==> config.mk <==
export PLATFORM = sky130hd
export DESIGN_NAME = systolic_result_drain
export DESIGN_NICKNAME = d
export VERILOG_FILES = /design/src/rtl/systolic_result_drain.sv
export SDC_FILE = /design/constraint.sdc
export NUM_CORES = 1
export LEC_CHECK = 0
export CORE_AREA = 2 2 503 505
export CTS_CLUSTER_DIAMETER = 80
export DETAILED_ROUTE_END_ITERATION = 12
export DIE_AREA = 0 0 505 507
export SYNTH_ARGS = -nofsm -noshare
export SYNTH_HDL_FRONTEND = slang
export SYNTH_SLANG_ARGS = --single-unit
export TNS_END_PERCENT = 1
==> constraint.sdc <==
create_clock -name clk -period 9.5 [get_ports clk]
set_clock_uncertainty 0.2 [all_clocks]
set_input_delay 1.425 -clock clk [delete_from_list [all_inputs] [get_ports clk]]
set_output_delay 1.425 -clock clk [all_outputs]
set_load 0.01 [all_outputs]
==> src/rtl/systolic_result_drain.sv <==
// Captures the systolic array's C matrix on `done` and streams it row-major over valid/ready.
// Optional signed clamping to OUT_WIDTH is enabled by defining RESULT_SAT_EN.
module systolic_result_drain #(
  parameter int M         = 6,
  parameter int N         = 6,
  parameter int ACC_WIDTH = 35,
  parameter int OUT_WIDTH = 32
) (
  input  logic                       clk,
  input  logic                       rst,
  input  logic                       done,
  input  logic [M*N*ACC_WIDTH-1:0]   C_flat,
  output logic                       out_valid,
  input  logic                       out_ready,
  output logic [OUT_WIDTH-1:0]       out_data,
  output logic                       out_row_last,
  output logic                       out_last,
  output logic                       out_sat,
  output logic                       busy,
  output logic                       drain_done,
  output logic                       overrun
);

  localparam int ROW_W = (M > 1) ? $clog2(M) : 1;
  localparam int COL_W = (N > 1) ? $clog2(N) : 1;
  localparam int IDX_W = (M * N > 1) ? $clog2(M * N) : 1;

  typedef enum logic [0:0] {
    IDLE  = 1'b0,
    DRAIN = 1'b1
  } state_t;

  state_t                              state_r;
  state_t                              state_nxt_s;
  logic [M*N-1:0][ACC_WIDTH-1:0]       buf_r;
  logic [ROW_W-1:0]                    row_r;
  logic [COL_W-1:0]                    col_r;
  logic                                drain_done_r;
  logic                                overrun_r;
  logic                                capture_s;
  logic                                xfer_s;
  logic                                col_last_s;
  logic                                row_last_s;
  logic                                elem_last_s;
  logic [IDX_W-1:0]                    elem_idx_s;
  logic [ACC_WIDTH-1:0]                elem_s;

  assign col_last_s  = (col_r == COL_W'(N - 1));
  assign row_last_s  = (row_r == ROW_W'(M - 1));
  assign elem_last_s = col_last_s && row_last_s;
  assign xfer_s      = (state_r == DRAIN) && out_ready;
  assign elem_idx_s  = IDX_W'(row_r) * IDX_W'(N) + IDX_W'(col_r);
  assign elem_s      = buf_r[elem_idx_s];

  // Next-state logic: capture from IDLE, leave DRAIN on the final transfer
  always_comb begin
    state_nxt_s = state_r;
    capture_s   = 1'b0;
    case (state_r)
      IDLE: begin
        if (done) begin
          state_nxt_s = DRAIN;
          capture_s   = 1'b1;
        end else begin
          state_nxt_s = IDLE;
        end
      end
      DRAIN: begin
        if (xfer_s && elem_last_s) begin
          state_nxt_s = IDLE;
        end else begin
          state_nxt_s = DRAIN;
        end
      end
      default: begin
        state_nxt_s = IDLE;
      end
    endcase
  end

  // State register
  always_ff @(posedge clk) begin
    if (rst) begin
      state_r <= IDLE;
    end else begin
      state_r <= state_nxt_s;
    end
  end

  // Result buffer; a `done` seen while draining is ignored so the stream stays intact
  always_ff @(posedge clk) begin
    if (rst) begin
      buf_r <= '0;
    end else if (capture_s) begin
      buf_r <= C_flat;
    end
  end

  // Row/column position of the element currently presented
  always_ff @(posedge clk) begin
    if (rst || capture_s) begin
      row_r <= '0;
      col_r <= '0;
    end else if (xfer_s) begin
      if (col_last_s) begin
        col_r <= '0;
        row_r <= row_last_s ? '0 : row_r + ROW_W'(1);
      end else begin
        col_r <= col_r + COL_W'(1);
      end
    end
  end

  // Status pulses, each one cycle after its cause
  always_ff @(posedge clk) begin
    if (rst) begin
      drain_done_r <= 1'b0;
      overrun_r    <= 1'b0;
    end else begin
      drain_done_r <= xfer_s && elem_last_s;
      overrun_r    <= done && (state_r == DRAIN);
    end
  end

  assign out_valid    = (state_r == DRAIN);
  assign busy         = (state_r == DRAIN);
  assign out_row_last = col_last_s;
  assign out_last     = elem_last_s;
  assign drain_done   = drain_done_r;
  assign overrun      = overrun_r;

`ifdef RESULT_SAT_EN
  // Returns {sat, data}; in range when every bit from the output sign bit upward matches
  function automatic logic [OUT_WIDTH:0] sat_f(input logic [ACC_WIDTH-1:0] v);
    logic [ACC_WIDTH-OUT_WIDTH:0] hi;
    logic [OUT_WIDTH-1:0]         mn;
    hi            = v[ACC_WIDTH-1:OUT_WIDTH-1];
    mn            = '0;
    mn[OUT_WIDTH-1] = 1'b1;
    if ((&hi) || (~|hi)) begin
      sat_f = {1'b0, v[OUT_WIDTH-1:0]};
    end else if (v[ACC_WIDTH-1]) begin
      sat_f = {1'b1, mn};
    end else begin
      sat_f = {1'b1, ~mn};
    end
  endfunction

  assign {out_sat, out_data} = sat_f(elem_s);
`else
  logic unused_elem_s;

  assign out_data      = elem_s[OUT_WIDTH-1:0];
  assign out_sat       = 1'b0;
  assign unused_elem_s = ^elem_s;
`endif

endmodule

==> impl_metrics.yaml, run 1 <==
outcome:
  outcome: "finished, final reports clean"
sta:
  max_freq_ghz: 0.134
  min_period_ns: 7.48
  rsz0062_at_grt: "false"
  worst_pin_slew_ns: 1.20
  tns_ns: 0
  maxSlewHeadroom: 0.179
  report.final.slew_viol_count: 0
  setup_viol: 0
  hold_viol: 0
  post-route-period-util: 0.787
grt:
  grt_first_pass_wirelength_mm: 365
  track_usage: 0.204
  overflow: 0
  grt_max_degree: 212
  antenna_found_initial: 201
  grt_pass1_vias: 45100
synthesis:
  seq_area_frac_synth: 0.475
  yosysTopAreaCellShare: 0.475
  synth_compound_area_frac: 0.144
  synthFlopType: "dfxtp_1"
  synth_seq_cells: 1161
  syn_nets: 7089
  synth_top_cell_by_area: "dfxtp_1"
  synth_xor_area_frac: 0.000869
  synthCells: 5817
  netlist_area_mm2: 0.0489
  synthTopCellsByArea: "dfxtp_1 47%, nand2_1 18%, a21oi_1 12%, mux4_2 12%, mux2i_1 3.3%"
  yosysUniqueCellTypes: 37
  muxShareOfSynthArea: 0.151
  synthArstFlopShare: 0
  synth_warnings: 0
  synth_top_family_by_area: "simple AND/OR/NAND/NOR gates"
  syn_avg_cell_area_um2: 8.41
  synth_edf_count: 0
  synthSimpleGateAreaFrac: 0.180
  yosys.area_share.adder: 0.00235
clock_network:
  clock-root-buffer: "clkbuf_16"
  clk_pin_slew_ns: 0.05
  h-tree-depth: 4
  cts_buffers: 144
  postCtsHoldBufs: 0
  postCtsSetupBuffers: 0
  cts.path.max_buffers: 3
  clock-sinks: 1161
  insertion_delay_ns: 0.76
  cts_tree: "yes"
  cts_resized: 0
worst_setup_path:
  worstSetupStartpointType: "flip-flop"
  end_kind: "output port"
  critPathRequiredTime_ns: 7.88
  cp_slowest_cell: "fa_4"
  path_cells: "inv_1 -> ha_1 -> fa_4 -> nor2b_4 -> a22oi_1 -> a21oi_1 -> a211o_1 -> o221ai_1 -> clkdlybuf4s50_1"
  cpPeakStageDelay_ns: 1.14
  arrival_ns: 5.86
  crit_fanout: 32
  worstSetupPathType: "flip-flop to output port"
detailed_routing:
  drcViolationCount: 0
  drt-initial-drc-count: 4228
  drt_wl_total_mm: 272
  routed_via_density: 4.57
  antenna_left: 0
  dr.pass1.iters: 8
  dr_total_vias: 46800
  avgRoutedWirePerCell_um: 26.6
hold_path:
  hold_class: "flip-flop to flip-flop"
placed_design:
  dp_hpwl_mm: 215
  dp.cells: 9920
  place.gp.congestion: 0.914
  port_buffers: 1193
floorplanning:
  start_util: 0.195
  fp.dieH_um: 507
  fp-row-count: 184
  die-area_mm2: 0.256
  die_w_um: 505
  io_pins: 1303
  coreArea_mm2: 0.250
final_layout:
  final_util: 0.275
  fin_nets: 7990
  stdcell_count: 10200
  syn_to_final_growth_pct: 40.6
  final_common_cell: "nand2_1"
  drive_above_1_share: 0.0810
  layout_common_cells: "2311 x nand2_1, 1192 x a21oi_1, 1192 x clkdlybuf4s50_1"
run:
  drv_cap: 0
pwr:
  p_leak_nw: 23.9
  vdd_ir_drop_max_mv: 0.160
  powerDensity_mw_per_mm2: 185
==> final cells by class <==
| class | count | area, um2 |
|---|---|---|
| diodes | 61 | 153 |
| clock buffers | 203 | 4160 |
| clock inverters | 53 | 694 |
| fillers | 26900 | 182000 |
| inverters | 70 | 263 |
| multi-input cells | 4093 | 23500 |
| flip-flops and latches | 1161 | 23200 |
| well taps | 3348 | 4190 |
| repair buffers | 1248 | 12600 |
==> power by group <==
| part | internal [mW] | switching, mW | leakage [nW] | total, mW |
|---|---|---|---|---|
| Combinational | 0.807 | 0.960 | 12.0 | 1.77 |
| Sequential | 5.17 | 0.174 | 9.54 | 5.34 |
| Clock | 3.29 | 2.36 | 2.37 | 5.65 |
| Total | 9.26 | 3.50 | 23.9 | 12.8 |
==> routing by layer <==
| layer | vias to the layer above | global-route usage | part of all wire |
|---|---|---|---|
| met3 | 448 | 0.0556 | 0.078 |
| met1 | 22800 | 0.277 | 0.45 |
| met5 | - | 0 | 0.0020 |
| li1 | 21400 | - | - |
| met2 | 2094 | 0.302 | 0.43 |
| met4 | 80 | 0.0858 | 0.043 |
==> cell usage after synthesis (4+ instances only) <==
master	n
nand2_1	2311
a21oi_1	1192
dfxtp_1	1161
clkbuf_1	424
mux4_2	256
mux2i_1	160
a22oi_1	64
inv_1	40
a211o_1	32
o221ai_1	32
buf_2	30
clkinv_1	30
buf_4	18
buf_6	12
buf_1	9
nor2_1	7
ha_1	6
nor3_1	4
==> sequential cells by signal, indices dropped and copies added (netlist names) <==
| signal | flops |
|---|---|
| buf_r | 1152 |
| col_r | 3 |
| row_r | 3 |
| busy | 1 |
| drain_done | 1 |
| overrun | 1 |
==> critical path: cells and delay by family (launching register included) <==
family	cells	cell delay [ns]
flip-flops	1	0.41
adder cells (fa/ha/maj)	2	1.47
AO/OA/AOI/OAI	4	1.43
AND/OR/NAND/NOR	1	1.03
buffers and inverters	2	0.73
==> stage by stage <==
stage | setup WS (ns) | hold slack (ns) | area, um2 | power [mW]
floorplan | 5.17 | 0.233 | 48900 | 6.17
global placement | 2.82 | 0.238 | 63800 | 7.19
detailed placement | 2.79 | 0.243 | 63800 | 7.22
CTS | 1.92 | 0.251 | 68700 | 12.9
global route | 1.86 | 0.267 | 68700 | 13.2
finish | 2.02 | 0.251 | 68800 | 12.8
==> worst paths after layout <==
path	startpoint	to	slack [ns]	depth (start not counted)
min	buf_r[128]	buf_r[128]	0.25	2
max	row_r[1]	out_data[31]	2.02	9
max reg2reg	busy	buf_r[466]	5.94	5
min reg2reg	buf_r[128]	buf_r[128]	0.25	2
==> cells by family after synthesis <==
kind of cell               Yosys count
adders and majority gates            8
DFF                               1161
AOI/OAI and AO/OA                 1326
muxes                              416
buffers and inverters              563
other                                1
and+or+nand+nor                   2338
xor gates and xnor gates             4
Note: power is estimated with default switching activity, not from simulation.
==> run 2: changes to the inputs <==
==> constraint.sdc (replaced) <==
create_clock -name clk -period 7.5 [get_ports clk]
set_clock_uncertainty 0.2 [all_clocks]
set_input_delay 1.125 -clock clk [delete_from_list [all_inputs] [get_ports clk]]
set_output_delay 1.125 -clock clk [all_outputs]
set_load 0.01 [all_outputs]
==> impl_metrics.yaml, run 2 (synthesis gave the netlist of run 1 again) <==
grt:
  antenna_found_initial: 217
  grt_pass1_vias: 45600
  grt_first_pass_wirelength_mm: 368
  track_usage: 0.206
  overflow: 0
  grt_max_degree: 226
outcome:
  outcome: "finished, final reports clean"
sta:
  rsz0062_at_grt: "false"
  max_freq_ghz: 0.143
  tns_ns: 0
  setup_viol: 0
  worst_pin_slew_ns: 1.32
  min_period_ns: 6.97
  report.final.slew_viol_count: 0
  hold_viol: 0
  maxSlewHeadroom: 0.0974
  post-route-period-util: 0.929
detailed_routing:
  drt_wl_total_mm: 274
  drcViolationCount: 0
  antenna_left: 0
  routed_via_density: 4.57
  drt-initial-drc-count: 4376
  dr.pass1.iters: 7
  dr_total_vias: 46800
  avgRoutedWirePerCell_um: 26.8
worst_setup_path:
  r2r-end: "buf_r[237]"
  ff2ff_path_depth: 5
  worstSetupPathType: "flip-flop to output port"
  crit_end: "out_data[22]"
  critPathRequiredTime_ns: 6.17
  cp_slowest_cell: "fa_4"
  worstSetupStartpointType: "flip-flop"
  worstReg2RegStart: "busy"
  crit_start: "row_r[1]"
  end_kind: "output port"
  rrSetupSlack_ns: 4.18
  arrival_ns: 5.64
  crit_fanout: 32
  cpPeakStageDelay_ns: 1.19
  path_cells: "inv_1 -> ha_1 -> fa_4 -> and2_2 -> a22oi_1 -> a21oi_1 -> a211o_1 -> o221ai_1 -> clkdlybuf4s50_1"
final_layout:
  final_common_cell: "nand2_1"
  syn_to_final_growth_pct: 41.1
  fillCellCount: 26900
  fin_nets: 8008
  largest_reg_flops: 1152
  regMostFlops: "buf_r"
  final_util: 0.276
  drive_above_1_share: 0.0827
  largestRegisters: "buf_r x1152, col_r x3, row_r x3"
  layout_common_cells: "2311 x nand2_1, 1192 x a21oi_1, 1192 x clkdlybuf4s50_1"
clock_network:
  insertion_delay_ns: 0.79
  clk_pin_slew_ns: 0.06
  clock-sinks: 1161
  cts_resized: 0
  cts_tree: "yes"
  cts.path.max_buffers: 3
  h-tree-depth: 4
  postCtsHoldBufs: 0
  clock-root-buffer: "clkbuf_16"
  postCtsSetupBuffers: 0
  cts_buffers: 140
pwr:
  powerDensity_mw_per_mm2: 233
  p_leak_nw: 24.0
  vdd_ir_drop_max_mv: 0.196
floorplanning:
  coreArea_mm2: 0.250
  io_pins: 1303
  die_w_um: 505
  fp.dieH_um: 507
  start_util: 0.195
  die-area_mm2: 0.256
  fp-row-count: 184
placed_design:
  place.gp.congestion: 0.940
  dp_hpwl_mm: 218
  port_buffers: 1193
hold_path:
  hold_class: "flip-flop to flip-flop"
run:
  drv_cap: 0
## run 2: power breakdown
part | leakage (nW) | internal (mW) | switching [mW] | total (mW)
Combinational | 12.1 | 1.03 | 1.22 | 2.25
Clock | 2.32 | 4.10 | 2.98 | 7.08
Sequential | 9.54 | 6.55 | 0.223 | 6.77
## run 2: worst min path at each step
| stage | slack (ns) | start | depth (start not counted) | endpoint |
|---|---|---|---|---|
| after floorplan | 0.23 | buf_r[100] | 2 | buf_r[100] |
| after global placement | 0.24 | buf_r[160] | 2 | buf_r[160] |
| after detailed placement | 0.24 | buf_r[502] | 2 | buf_r[502] |
| after CTS | 0.25 | buf_r[1239] | 2 | buf_r[1239] |
| after global routing | 0.27 | buf_r[399] | 2 | buf_r[399] |
| final | 0.25 | buf_r[1239] | 2 | buf_r[1239] |
## run 2: final cells by class
class                      count  area (um2)  area share
sequential                  1161       23200       0.337
tap                         3348        4190      0.0607
clock buffer                 193        3950      0.0572
antenna                       63         158     0.00228
timing repair buffer        1270       12900       0.187
inverter                      70         263     0.00380
clock inverter                55         872      0.0126
multi-input combinational   4093       23500       0.340
## run 2: stage by stage
step	std cells	power, mW	hold WS [ns]	area (um2)	setup WS (ns)
floorplan	5817	7.82	0.233	48900	3.47
global placement	9942	9.13	0.239	64100	1.24
detailed placement	9942	9.16	0.243	64100	1.24
CTS	10200	16.3	0.251	68900	0.340
global route	10200	16.7	0.268	69000	0.222
finish	10300	16.1	0.249	69100	0.531
## run 2: routing by layer
metal	global-route usage	up-vias	routed length, um
met2	0.299	2091	116000
met1	0.278	22700	124000
li1	-	21500	-
met4	0.101	70	13400
met3	0.0563	444	20600
met5	0	-	448
## run 2: worst max-delay path, delay by kind of cell, from the launching register on
| family | cells | cell delay, ns |
|---|---|---|
| DFF | 1 | 0.37 |
| buffers and inverters | 2 | 0.69 |
| and+or+nand+nor | 1 | 0.85 |
| adders and majority gates | 2 | 1.51 |
| AOI/OAI and AO/OA | 4 | 1.38 |
